==> src/rtl/manch_tx_sched.sv <==
// Two-requester Manchester frame transmitter with a round-robin arbiter.
// Each frame is: alternating preamble, source index, data byte LSB first, even parity, then a two-bit gap.
module manch_tx_sched #(
    parameter int BAUDRATE      = 230400,
    parameter int CLK_FREQ      = 18_750_000,
    parameter int PREAMBLE_BITS = 8
) (
    input  logic       clk,
    input  logic       rst,
    input  logic       req0_valid,
    input  logic [7:0] req0_data,
    input  logic       req1_valid,
    input  logic [7:0] req1_data,
    output logic       req0_ready,
    output logic       req1_ready,
    output logic       tx_data,
    output logic       tx_manch,
    output logic       busy,
    output logic       frame_done
);
    localparam int HALFBIT  = CLK_FREQ / BAUDRATE;
    localparam int MAX_BITS = (PREAMBLE_BITS > 8) ? PREAMBLE_BITS : 8;
    localparam int TW       = (HALFBIT > 2) ? $clog2(HALFBIT) : 1;
    localparam int CW       = $clog2(MAX_BITS);

    if (HALFBIT < 2) begin : g_bad_halfbit
        $error("manch_tx_sched: CLK_FREQ/BAUDRATE must be at least 2");
    end
    if (PREAMBLE_BITS < 2 || PREAMBLE_BITS > 32) begin : g_bad_preamble
        $error("manch_tx_sched: PREAMBLE_BITS must be in 2..32");
    end

    typedef enum logic [2:0] {
        S_IDLE, S_PREAMBLE, S_SRC, S_DATA, S_PARITY, S_GAP
    } state_t;

    state_t          r_state;
    state_t          w_next;
    logic [TW-1:0]   r_timer;
    logic            r_phase;
    logic [CW-1:0]   r_cnt;
    logic            r_last_grant;
    logic [7:0]      r_data;
    logic            r_src;

    logic            w_grant_vld;
    logic            w_grant_idx;
    logic            w_accept;
    logic            w_half_end;
    logic            w_bit_end;
    logic            w_last_bit;
    logic            w_encoding;

    // Round-robin: on a tie the requester that did not win last time is granted.
    always_comb begin
        w_grant_vld = 1'b0;
        w_grant_idx = 1'b0;
        if (req0_valid && req1_valid) begin
            w_grant_vld = 1'b1;
            w_grant_idx = ~r_last_grant;
        end else if (req0_valid) begin
            w_grant_vld = 1'b1;
        end else if (req1_valid) begin
            w_grant_vld = 1'b1;
            w_grant_idx = 1'b1;
        end
    end

    // Gating with rst keeps ready low while the state register is held in reset.
    assign w_accept   = (r_state == S_IDLE) && w_grant_vld && !rst;
    assign w_half_end = (r_timer == TW'(HALFBIT - 1));
    assign w_bit_end  = w_half_end && r_phase;

    always_comb begin
        w_last_bit = 1'b0;
        unique case (r_state)
            S_PREAMBLE: w_last_bit = (r_cnt == CW'(PREAMBLE_BITS - 1));
            S_SRC:      w_last_bit = 1'b1;
            S_DATA:     w_last_bit = (r_cnt == CW'(7));
            S_PARITY:   w_last_bit = 1'b1;
            S_GAP:      w_last_bit = (r_cnt == CW'(1));
            default:    w_last_bit = 1'b0;
        endcase
    end

    // NOTE: sequential state uses non-blocking assignments so every register samples pre-edge values.
    always_ff @(posedge clk or posedge rst) begin
        if (rst) r_state <= S_IDLE;
        else     r_state <= w_next;
    end

    // NOTE: every combinational output gets a default first, so no path can infer a latch.
    always_comb begin
        w_next = r_state;
        unique case (r_state)
            S_IDLE:     if (w_accept) w_next = S_PREAMBLE;
            S_PREAMBLE: if (w_bit_end && w_last_bit) w_next = S_SRC;
            S_SRC:      if (w_bit_end) w_next = S_DATA;
            S_DATA:     if (w_bit_end && w_last_bit) w_next = S_PARITY;
            S_PARITY:   if (w_bit_end) w_next = S_GAP;
            S_GAP:      if (w_bit_end && w_last_bit) w_next = S_IDLE;
            default:    w_next = S_IDLE;
        endcase
    end

    always_ff @(posedge clk or posedge rst) begin
        if (rst) begin
            r_timer      <= '0;
            r_phase      <= 1'b0;
            r_cnt        <= '0;
            r_last_grant <= 1'b1;
            r_data       <= '0;
            r_src        <= 1'b0;
        end else if (w_accept) begin
            r_timer      <= '0;
            r_phase      <= 1'b0;
            r_cnt        <= '0;
            r_last_grant <= w_grant_idx;
            r_data       <= w_grant_idx ? req1_data : req0_data;
            r_src        <= w_grant_idx;
        end else if (r_state != S_IDLE) begin
            if (w_half_end) begin
                r_timer <= '0;
                r_phase <= ~r_phase;
            end else begin
                r_timer <= r_timer + 1'b1;
            end
            // The counter restarts at every state change, so it never wraps inside a state.
            if (w_bit_end) r_cnt <= w_last_bit ? '0 : r_cnt + 1'b1;
        end
    end

    always_comb begin
        req0_ready = w_accept && !w_grant_idx;
        req1_ready = w_accept &&  w_grant_idx;
        busy       = (r_state != S_IDLE);
        frame_done = (r_state == S_GAP) && w_bit_end && w_last_bit;
        w_encoding = 1'b1;
        tx_data    = 1'b0;
        unique case (r_state)
            S_PREAMBLE: tx_data = ~r_cnt[0];
            S_SRC:      tx_data = r_src;
            S_DATA:     tx_data = r_data[r_cnt[2:0]];
            S_PARITY:   tx_data = ^{r_src, r_data};
            default:    w_encoding = 1'b0;
        endcase
        tx_manch = w_encoding && (tx_data ^ r_phase);
    end
endmodule

==> config.mk <==
export PLATFORM = sky130hd
export DESIGN_NAME = manch_tx_sched
export DESIGN_NICKNAME = d
export VERILOG_FILES = /design/src/rtl/manch_tx_sched.sv
export SDC_FILE = /design/constraint.sdc
export NUM_CORES = 1
export LEC_CHECK = 0
export CORE_ASPECT_RATIO = 0.75
export CORE_MARGIN = 2
export CORE_UTILIZATION = 45
export CTS_CLUSTER_DIAMETER = 50
export CTS_CLUSTER_SIZE = 25
export DETAILED_ROUTE_END_ITERATION = 10
export PLACE_DENSITY = 0.69
export SLEW_MARGIN = 20
export SYNTH_ARGS = -nofsm -noshare
export SYNTH_HDL_FRONTEND = slang
export SYNTH_SLANG_ARGS = --single-unit
==> constraint.sdc <==
create_clock -name clk -period 4.7 [get_ports clk]
set_input_delay 0.94 -clock clk [delete_from_list [all_inputs] [get_ports clk]]
set_output_delay 0.94 -clock clk [all_outputs]
set_load 0.02 [all_outputs]
# Word-level counts from Yosys, hierarchy flattened
# Index checks and enable logic that the tools add are counted.
[word_totals]
word_cells = 80
ff_bits = 24
out_inout_bits = 6
in_bits = 20
[classes]
addsub = 2
reduce_logical = 24
n_eq_ne = 14
n_mux = 28
n_lt_le_gt_ge = 1
bitwise_logic = 4
[op_table]
columns = ["operator", "count"]
rows = [
  ["$mux W3", 10],
  ["$mux W7", 3],
  ["$pmux W3 S6", 1],
  ["$ne A2 B2 Y1 const B", 6],
  ["$logic_and A1 B1 Y1", 10],
  ["$mux W1", 10],
  ["$eq A3 B3 Y1 const B", 3],
  ["$reduce_xor A9 Y1", 1],
  ["$mux W8", 1],
  ["$add A7 B1 Y7 const B", 1],
  ["$eq A7 B7 Y1 const B", 1],
  ["$eq A3 B1 Y1 const B", 2],
  ["$eq A3 B2 Y1 const B", 2],
  ["$reduce_and A6 Y1", 1],
  ["$reduce_bool A2 Y1", 3],
  ["$lt A3 B4 Y1 const B", 1],
  ["$pmux W1 S4", 1],
  ["$reduce_and A2 Y1", 2],
  ["$reduce_or A2 Y1", 2],
  ["$reduce_or A4 Y1", 1],
  ["$add A3 B1 Y3 const B", 1],
  ["$bmux W1 S3", 1],
  ["$logic_not A3 Y1", 1],
  ["$not A1 Y1", 3],
  ["4 further kinds", 5],
]

# Longest topological paths before layout
# Gate-level depths: netlist (run 1).
[logic_depth]
depth_word = 7
ltp_mapped = 8
ltp_nobuf = 7

# Worst setup path before layout (run 1)
# OpenSTA, ideal clock, no wires.
[synth_path]
path_type = "input to output"
from = "input port rst"
to = "output port req0_ready"
required_time_ns = 3.760
setup_slack_ns = 1.428
t_arrival_ns = 2.332
stages = 3
path_buffers = 0
path_cell_list = "inv_1 o21ai_0 nor3_1"
[synth_between]
elab_chain_cells = 3
[synth_rtl]
columns = ["element", "line_no", "rtl"]
rows = [
  ["from (decl)", "9", "input logic rst,"],
  ["$logic_not A1 Y1 (no line)", "--", ""],
  ["$logic_and A1 B1 Y1", "70", "assign w_accept = (r_state == S_IDLE) && w_grant_vld && !rst;"],
  ["$logic_and A1 B1 Y1", "134", "req0_ready = w_accept && !w_grant_idx;"],
  ["to (decl)", "14", "output logic req0_ready,"],
]
# Every way passes these cells.

# Final worst setup path (run 1)
[layout_path]
from = "register r_cnt[1]"
to = "output port tx_manch"
[layout_between]
elab_chain_cells = 5
[layout_rtl]
columns = ["element", "line_no", "rtl"]
rows = [
  ["from (decl)", "41", "logic [CW-1:0] r_cnt;"],
  ["from (signal assigned)", "129", "if (w_bit_end) r_cnt <= w_last_bit ? '0 : r_cnt + 1'b1;"],
  ["$bmux W1 S3", "143", "S_DATA: tx_data = r_data[r_cnt[2:0]];"],
  ["$mux W1 (implied by the code)", "143", ""],
  ["$pmux W1 S4", "140", "unique case (r_state)"],
  ["$xor A1 B1 Y1", "147", "tx_manch = w_encoding && (tx_data ^ r_phase);"],
  ["$logic_and A1 B1 Y1", "147", ""],
  ["to (decl)", "17", "output logic tx_manch,"],
]
# Every way passes these cells. The select of a mux whose other input is x is not followed.

==> flow_summary_export.csv, run 1 <==
group,metric,value,unit
routing,wl_met3,154,µm
clocking,cts_setup_buffers,0,
sta,final.setup_skew,5.15,ps
job,cap_violations,0,
critical_path,reg2reg_to,"r_src",
sta,hold_viol_final,0,
routing,num_vias,1290,
power,ir_drop,0.208,mV
logic_synthesis,synth_cell_type_count,46,
final_layout,nNetsFinal,214,
grt,grt_max_degree,25,
min_path,hp-class,"reg2reg",
place,gp_congestion,0.783,
sta,drv_slew,0,
min_path,holdCritStartpoint,"r_timer[4]",
final_layout,diodes,0,
sta,setup_tns,0,ps
logic_synthesis,synthCells,169,
status,outcome,"completed",
critical_path,crit_buf_inv,1,
final_layout,drive_above_1_share,0.0947,
clocking,insertion_delay,270,ps
logic_synthesis,async_reset_ff_frac,1.00,
critical_path,timing.reg2reg.setup_slack,2640,ps
logic_synthesis,yosys.area.top_type,"dfrtp_1",
clocking,root_buffer,"clkbuf_8",
routing,routed.top_layer,"met4",
clocking,post_cts_resized,0,
min_path,hold_end,"r_timer[4]",
clocking,clkSlewWorstSetupHoldPaths,90,ps
logic_synthesis,synth.area.top_cells,"dfrtp_1 37%, mux2i_1 7.7%, nor2_1 5.3%",
sta,hold_ws,541,ps
routing,viasPerCell,5.61,
grt,track_usage,0.177,
floorplan,die_width,72.1,µm
floorplan,ioPinCount,26,
floorplan,core_area,3310,µm²
routing,wl_met1,1530,µm
sta,finalCritPeriodShare,0.743,
routing,drt_wl_total,3210,µm
routing,first_pass_iters,4,
clocking,htreeDepth,1,
sta,tightestPinTransition,638,ps
logic_synthesis,syn_nets,192,
sta,period_minus_slack,3490,ps
grt,grt.overflow.total,0,
critical_path,crit_family,"compound AO/OA/AOI/OAI gates",
routing,wl_per_cell,13.9,µm
routing,drc,0,
critical_path,startpoint_type,"flop",
sta,relSlewSlack,0.574,
sta,setup_viol,0,
clocking,cts_buffers,3,
floorplan,fp.dieArea,3970,µm²
grt,grt_pass1_vias,1227,
floorplan,rows,18,
clocking,clk_path_buf_depth,2,
floorplan,start_util,0.472,
critical_path,reg2reg_from,"r_state[2]",
power,power_density,449,nW/µm²
critical_path,critPathMaxFanout,8,
logic_synthesis,yosys_warnings,0,
clocking,hold_buffers,0,
power,static-leakage-power,0.758,nW
logic_synthesis,synth-main-ff-cell,"dfrtp_1",
critical_path,critPathCaptureType,"output pin",
final_layout,area_growth,19.4,%
clocking,cts_tree,"done",
grt,grt_pass1_wl,5430,µm
logic_synthesis,synth-edff-count,0,
place,dp_hpwl,2400,µm
sta,fmax,286,MHz
logic_synthesis,yosysSeqAreaShare,0.385,
critical_path,crit_path_cell_trace,"mux2_4, a311oi_1, o22ai_1, xor2_1, a2bb2o_4, clkdlybuf4s50_1",
critical_path,cp_slowest_stage_delay,590,ps
critical_path,crit_type,"reg2out",
logic_synthesis,synth_commonest_cells,"23 x dfrtp_1, 22 x nor2_1, 14 x o21ai_0",
sta,rsz0062_at_grt,"no",
logic_synthesis,avgSynthCellArea,9.25,µm²
routing,detail-route-antenna-nets,0,
min_path,hold_depth,1,
grt,grt_antenna_before_repair,0,
logic_synthesis,syn-cell-area,1560,µm²
logic_synthesis,synth_top_area_frac,0.368,
critical_path,arrival,2550,ps
routing,wl_met2,1510,µm
critical_path,critPathSlowestCell,"clkdlybuf4s50_1",
logic_synthesis,yosysMostFrequentCell,"dfrtp_1",
critical_path,rr_worst_depth,4,
routing,drt-initial-drc-count,76,
place,numPortBuffers,25,
floorplan,dieHeight,55.1,µm
critical_path,required,3760,ps
logic_synthesis,ys_ff_latch,24,
clocking,cts.sinks,24,
## cell usage in the layout (no fill, tap or decap), types with 2 or more instances in the layout
cell type / count
clkdlybuf4s50_1: 25
dfrtp_1: 23
nor2_1: 22
o21ai_0: 14
mux2i_1: 12
a21oi_1: 11
nand2_1: 10
xnor2_1: 8
inv_1: 6
nand2b_1: 5
xor2_1: 5
clkbuf_8: 4
o22ai_1: 3
nand3_1: 3
ha_1: 3
o31ai_1: 2
mux2_2: 2
nor3_1: 2
a31oi_1: 2
and3_1: 2
buf_4: 2
## sequential cells by signal, indices dropped and copies added, names as in the netlist
signal,cells
r_data,8
r_last_grant,1
r_timer,7
r_phase,1
r_cnt,3
r_src,1
r_state,3
## logic make-up (layout without fill, tap and decap cells)
family	after synthesis	count (layout)	synth area share
and+or+nand+nor	56	56	0.190
AOI/OAI and AO/OA	41	41	0.167
DFF	24	24	0.385
buffers and inverters	17	38	0.0600
muxes	15	15	0.101
xor gates and xnor gates	13	13	0.0728
adders and majority gates	3	3	0.0240
## worst max-delay path by stage
stage / start / endpoint / slack (ps) / cells past startpoint
6_report: r_cnt[1] / tx_manch / 1210 / 6
5_1_grt: r_cnt[0] / tx_manch / 1040 / 7
4_1_cts: r_cnt[1] / tx_manch / 1170 / 6
3_5_place_dp: req1_valid / req1_ready / 1260 / 4
3_3_place_gp: req1_valid / req1_ready / 1300 / 4
2_1_floorplan: rst / req0_ready / 1430 / 3
## layout make-up
cell class                      count  area [µm²]
Sequential cell                    24         602
Tap cell                           40        50.0
Timing Repair Buffer               27         265
Inverter                            7        26.3
Multi-Input combinational cell    128         868
Clock buffer                        4        55.1
Fill cell                         289        1440
## metrics by stage
| stage | setup WS [ps] | total power [mW] | cells | utilization | area (µm²) |
|---|---|---|---|---|---|
| 6_report | 1210 | 0.839 | 230 | 0.564 | 1870 |
| 2_1_floorplan | 1430 | 0.617 | 169 | - | 1560 |
| 3_3_place_gp | 1300 | 0.682 | 226 | 0.547 | 1810 |
| 3_5_place_dp | 1260 | 0.703 | 226 | 0.547 | 1810 |
| 5_1_grt | 1040 | 0.909 | 230 | 0.564 | 1870 |
| 4_1_cts | 1170 | 0.847 | 230 | 0.564 | 1870 |
## where the power goes
group / total (mW) / internal, mW / switching, mW / leakage [nW]
clock: 0.142 / 0.0748 / 0.0670 / 0.0288
sequential: 0.355 / 0.266 / 0.0895 / 0.286
combinational: 0.342 / 0.195 / 0.147 / 0.444
## per-layer routing
metal	up-vias	GRT usage
met4	0	0.0409
li1	634	-
met1	616	0.233
met3	2	0.0399
met5	-	0
met2	38	0.301
Power figures use the tool's default switching activity.
==> run 2: changes to the inputs <==
==> constraint.sdc (replaced) <==
create_clock -name clk -period 3.65 [get_ports clk]
set_input_delay 0.73 -clock clk [delete_from_list [all_inputs] [get_ports clk]]
set_output_delay 0.73 -clock clk [all_outputs]
set_load 0.02 [all_outputs]
==> run 2 against run 1 <==
Count of clock-buffer cells in the layout unchanged. Combinational power grew 29%. Clock power is 16% higher. Non-clock buffer count grew 1. First-iteration DRC count is 49% higher. Via count shrank 2.6%. Sequential share of layout area barely moved. Worst hold slack improved by 9.4 ps. Largest cell class unchanged. Highest routed layer is now met3.
==> flow_summary_export.csv, run 2 (synthesis results as in run 1) <==
group,metric,value,unit
power,clockPowerShare,0.155,
critical_path,timing.reg2reg.setup_slack,1540,ps
critical_path,critPathCaptureType,"output pin",
sta,final.setup_skew,10.9,ps
place,dp_hpwl,2380,µm
final_layout,stdcell_area,1860,µm²
routing,num_vias,1256,
critical_path,crit_path_cell_trace,"mux2_4, a311oi_1, o22ai_1, xor2_1, a2bb2o_4, clkdlybuf4s50_1",
floorplan,ioPinCount,26,
power,static-leakage-power,0.757,nW
power,netSwitchingFraction,0.364,
routing,routed.top_layer,"met3",
sta,fmax,307,MHz
place,numPortBuffers,25,
grt,grt_antenna_before_repair,0,
final_layout,largest_reg_flops,8,
routing,wl_met3,156,µm
critical_path,startpoint_type,"flop",
final_layout,area_growth,19.2,%
clocking,cts_tree,"done",
place,gp_congestion,0.835,
clocking,insertion_delay,270,ps
clocking,post_cts_resized,0,
clocking,htreeDepth,1,
critical_path,rr_worst_depth,4,
sta,tightestPinTransition,686,ps
power,power_density,568,nW/µm²
critical_path,crit_buf_inv,1,
final_layout,drive_above_1_share,0.0942,
final_layout,reg.largest.list,"r_data: 8 flops, r_timer: 7 flops",
critical_path,crit_family,"compound AO/OA/AOI/OAI gates",
routing,drc,0,
grt,grt_max_degree,25,
power,combPwrFrac,0.417,
final_layout,layout_common_cells,"25 x clkdlybuf4s50_1, 23 x dfrtp_1, 22 x nor2_1",
clocking,cts.sinks,24,
job,cap_violations,0,
clocking,cts_buffers,3,
critical_path,arrival,2530,ps
sta,period_minus_slack,3260,ps
sta,hold_ws,551,ps
grt,grt_pass1_wl,5150,µm
min_path,hold_depth,1,
floorplan,fp.dieArea,3970,µm²
floorplan,core_area,3310,µm²
routing,wl_met2,1480,µm
clocking,hold_buffers,0,
critical_path,critPathMaxFanout,8,
critical_path,crit_type,"reg2out",
routing,drt-initial-drc-count,113,
critical_path,cp_num_cells,6,
floorplan,start_util,0.472,
final_layout,nNetsFinal,215,
final_layout,layout_commonest_cell,"clkdlybuf4s50_1",
routing,first_pass_iters,4,
routing,wl_per_cell,13.5,µm
sta,relSlewSlack,0.542,
power,seq_power_share,0.427,
critical_path,critPathSlowestCell,"dfrtp_1",
grt,grt_pass1_vias,1138,
critical_path,required,2920,ps
final_layout,diodes,0,
routing,drt_wl_total,3110,µm
floorplan,die_width,72.1,µm
power,ir_drop,0.252,mV
sta,rsz0062_at_grt,"no",
final_layout,num-fill-cells,291,
min_path,hp-class,"reg2reg",
power,intPower,0.674,mW
floorplan,dieHeight,55.1,µm
sta,finalCritPeriodShare,0.893,
routing,wl_met1,1470,µm
clocking,clkSlewWorstSetupHoldPaths,90,ps
routing,detail-route-antenna-nets,0,
clocking,clk_path_buf_depth,2,
routing,viasPerCell,5.44,
grt,track_usage,0.173,
sta,drv_slew,0,
floorplan,rows,18,
final_layout,top_register,"r_data",
sta,setup_viol,0,
sta,setup_tns,0,ps
critical_path,cp_slowest_stage_delay,530,ps
clocking,root_buffer,"clkbuf_8",
power,p_sw,0.385,mW
grt,grt.overflow.total,0,
status,outcome,"completed",
sta,hold_viol_final,0,
place,place_area,1820,µm²
clocking,cts_setup_buffers,0,
[run 2: path summary, 6_finish.rpt]
| kind | startpoint | endpoint |
|---|---|---|
| worst max-delay path | r_cnt[1] | tx_manch |
| worst min-delay path | r_timer[3] | r_timer[3] |
| worst max register to register | r_state[2] | r_src |
| worst min register to register | r_timer[3] | r_timer[3] |
| max in group asynchronous | rst | r_last_grant |
| min in group asynchronous | rst | r_timer[1] |
[run 2: per-stage QoR]
step                 util  total power, mW  setup slack (ps)  std cells
global route        0.563             1.15               253        231
floorplan               -            0.794               798        169
finish              0.563             1.06               391        231
CTS                 0.563             1.07               368        231
global placement    0.550            0.879               674        227
detailed placement  0.550            0.904               648        227
[run 2: worst register-to-register path, cell delays in order, from the launching register on]
cell	delay, ps
dfrtp_1	570
nor3_4	290
inv_2	150
nor2_2	580
mux2_2	410
[run 2: power groups by stage]
stage | logic (mW) | registers, mW | clock network (mW)
4_1_cts | 0.449 | 0.452 | 0.170
3_5_place_dp | 0.447 | 0.457 | 0
3_3_place_gp | 0.426 | 0.452 | 0
2_1_floorplan | 0.388 | 0.406 | 0
5_1_grt | 0.496 | 0.470 | 0.180
6_report | 0.442 | 0.452 | 0.165
[run 2: cell type report]
| type | count | area [µm²] | area share |
|---|---|---|---|
| repair buffers | 28 | 273 | 0.146 |
| clock buffers | 4 | 45.0 | 0.0242 |
| inverters | 7 | 26.3 | 0.0141 |
| flip-flops and latches | 24 | 602 | 0.323 |
| multi-input cells | 128 | 868 | 0.466 |
| well taps | 40 | 50.0 | 0.0268 |
[run 2: layer usage]
metal | vias to the layer above | global-route usage
li1 | 638 | -
met2 | 30 | 0.317
met5 | - | 0
met1 | 588 | 0.214
met4 | 0 | 0.0283
met3 | 0 | 0.0435
==> run 3: changes to the inputs <==
--- a/config.mk
+++ b/config.mk
@@ -11,6 +11,7 @@
 export CTS_CLUSTER_DIAMETER = 50
 export CTS_CLUSTER_SIZE = 25
 export DETAILED_ROUTE_END_ITERATION = 10
+export HOLD_SLACK_MARGIN = 0.02
 export PLACE_DENSITY = 0.69
 export SLEW_MARGIN = 20
 export SYNTH_ARGS = -nofsm -noshare
==> results of run 3 <==
Same layout as run 2: the final DEF is identical, and so are final timing and power.
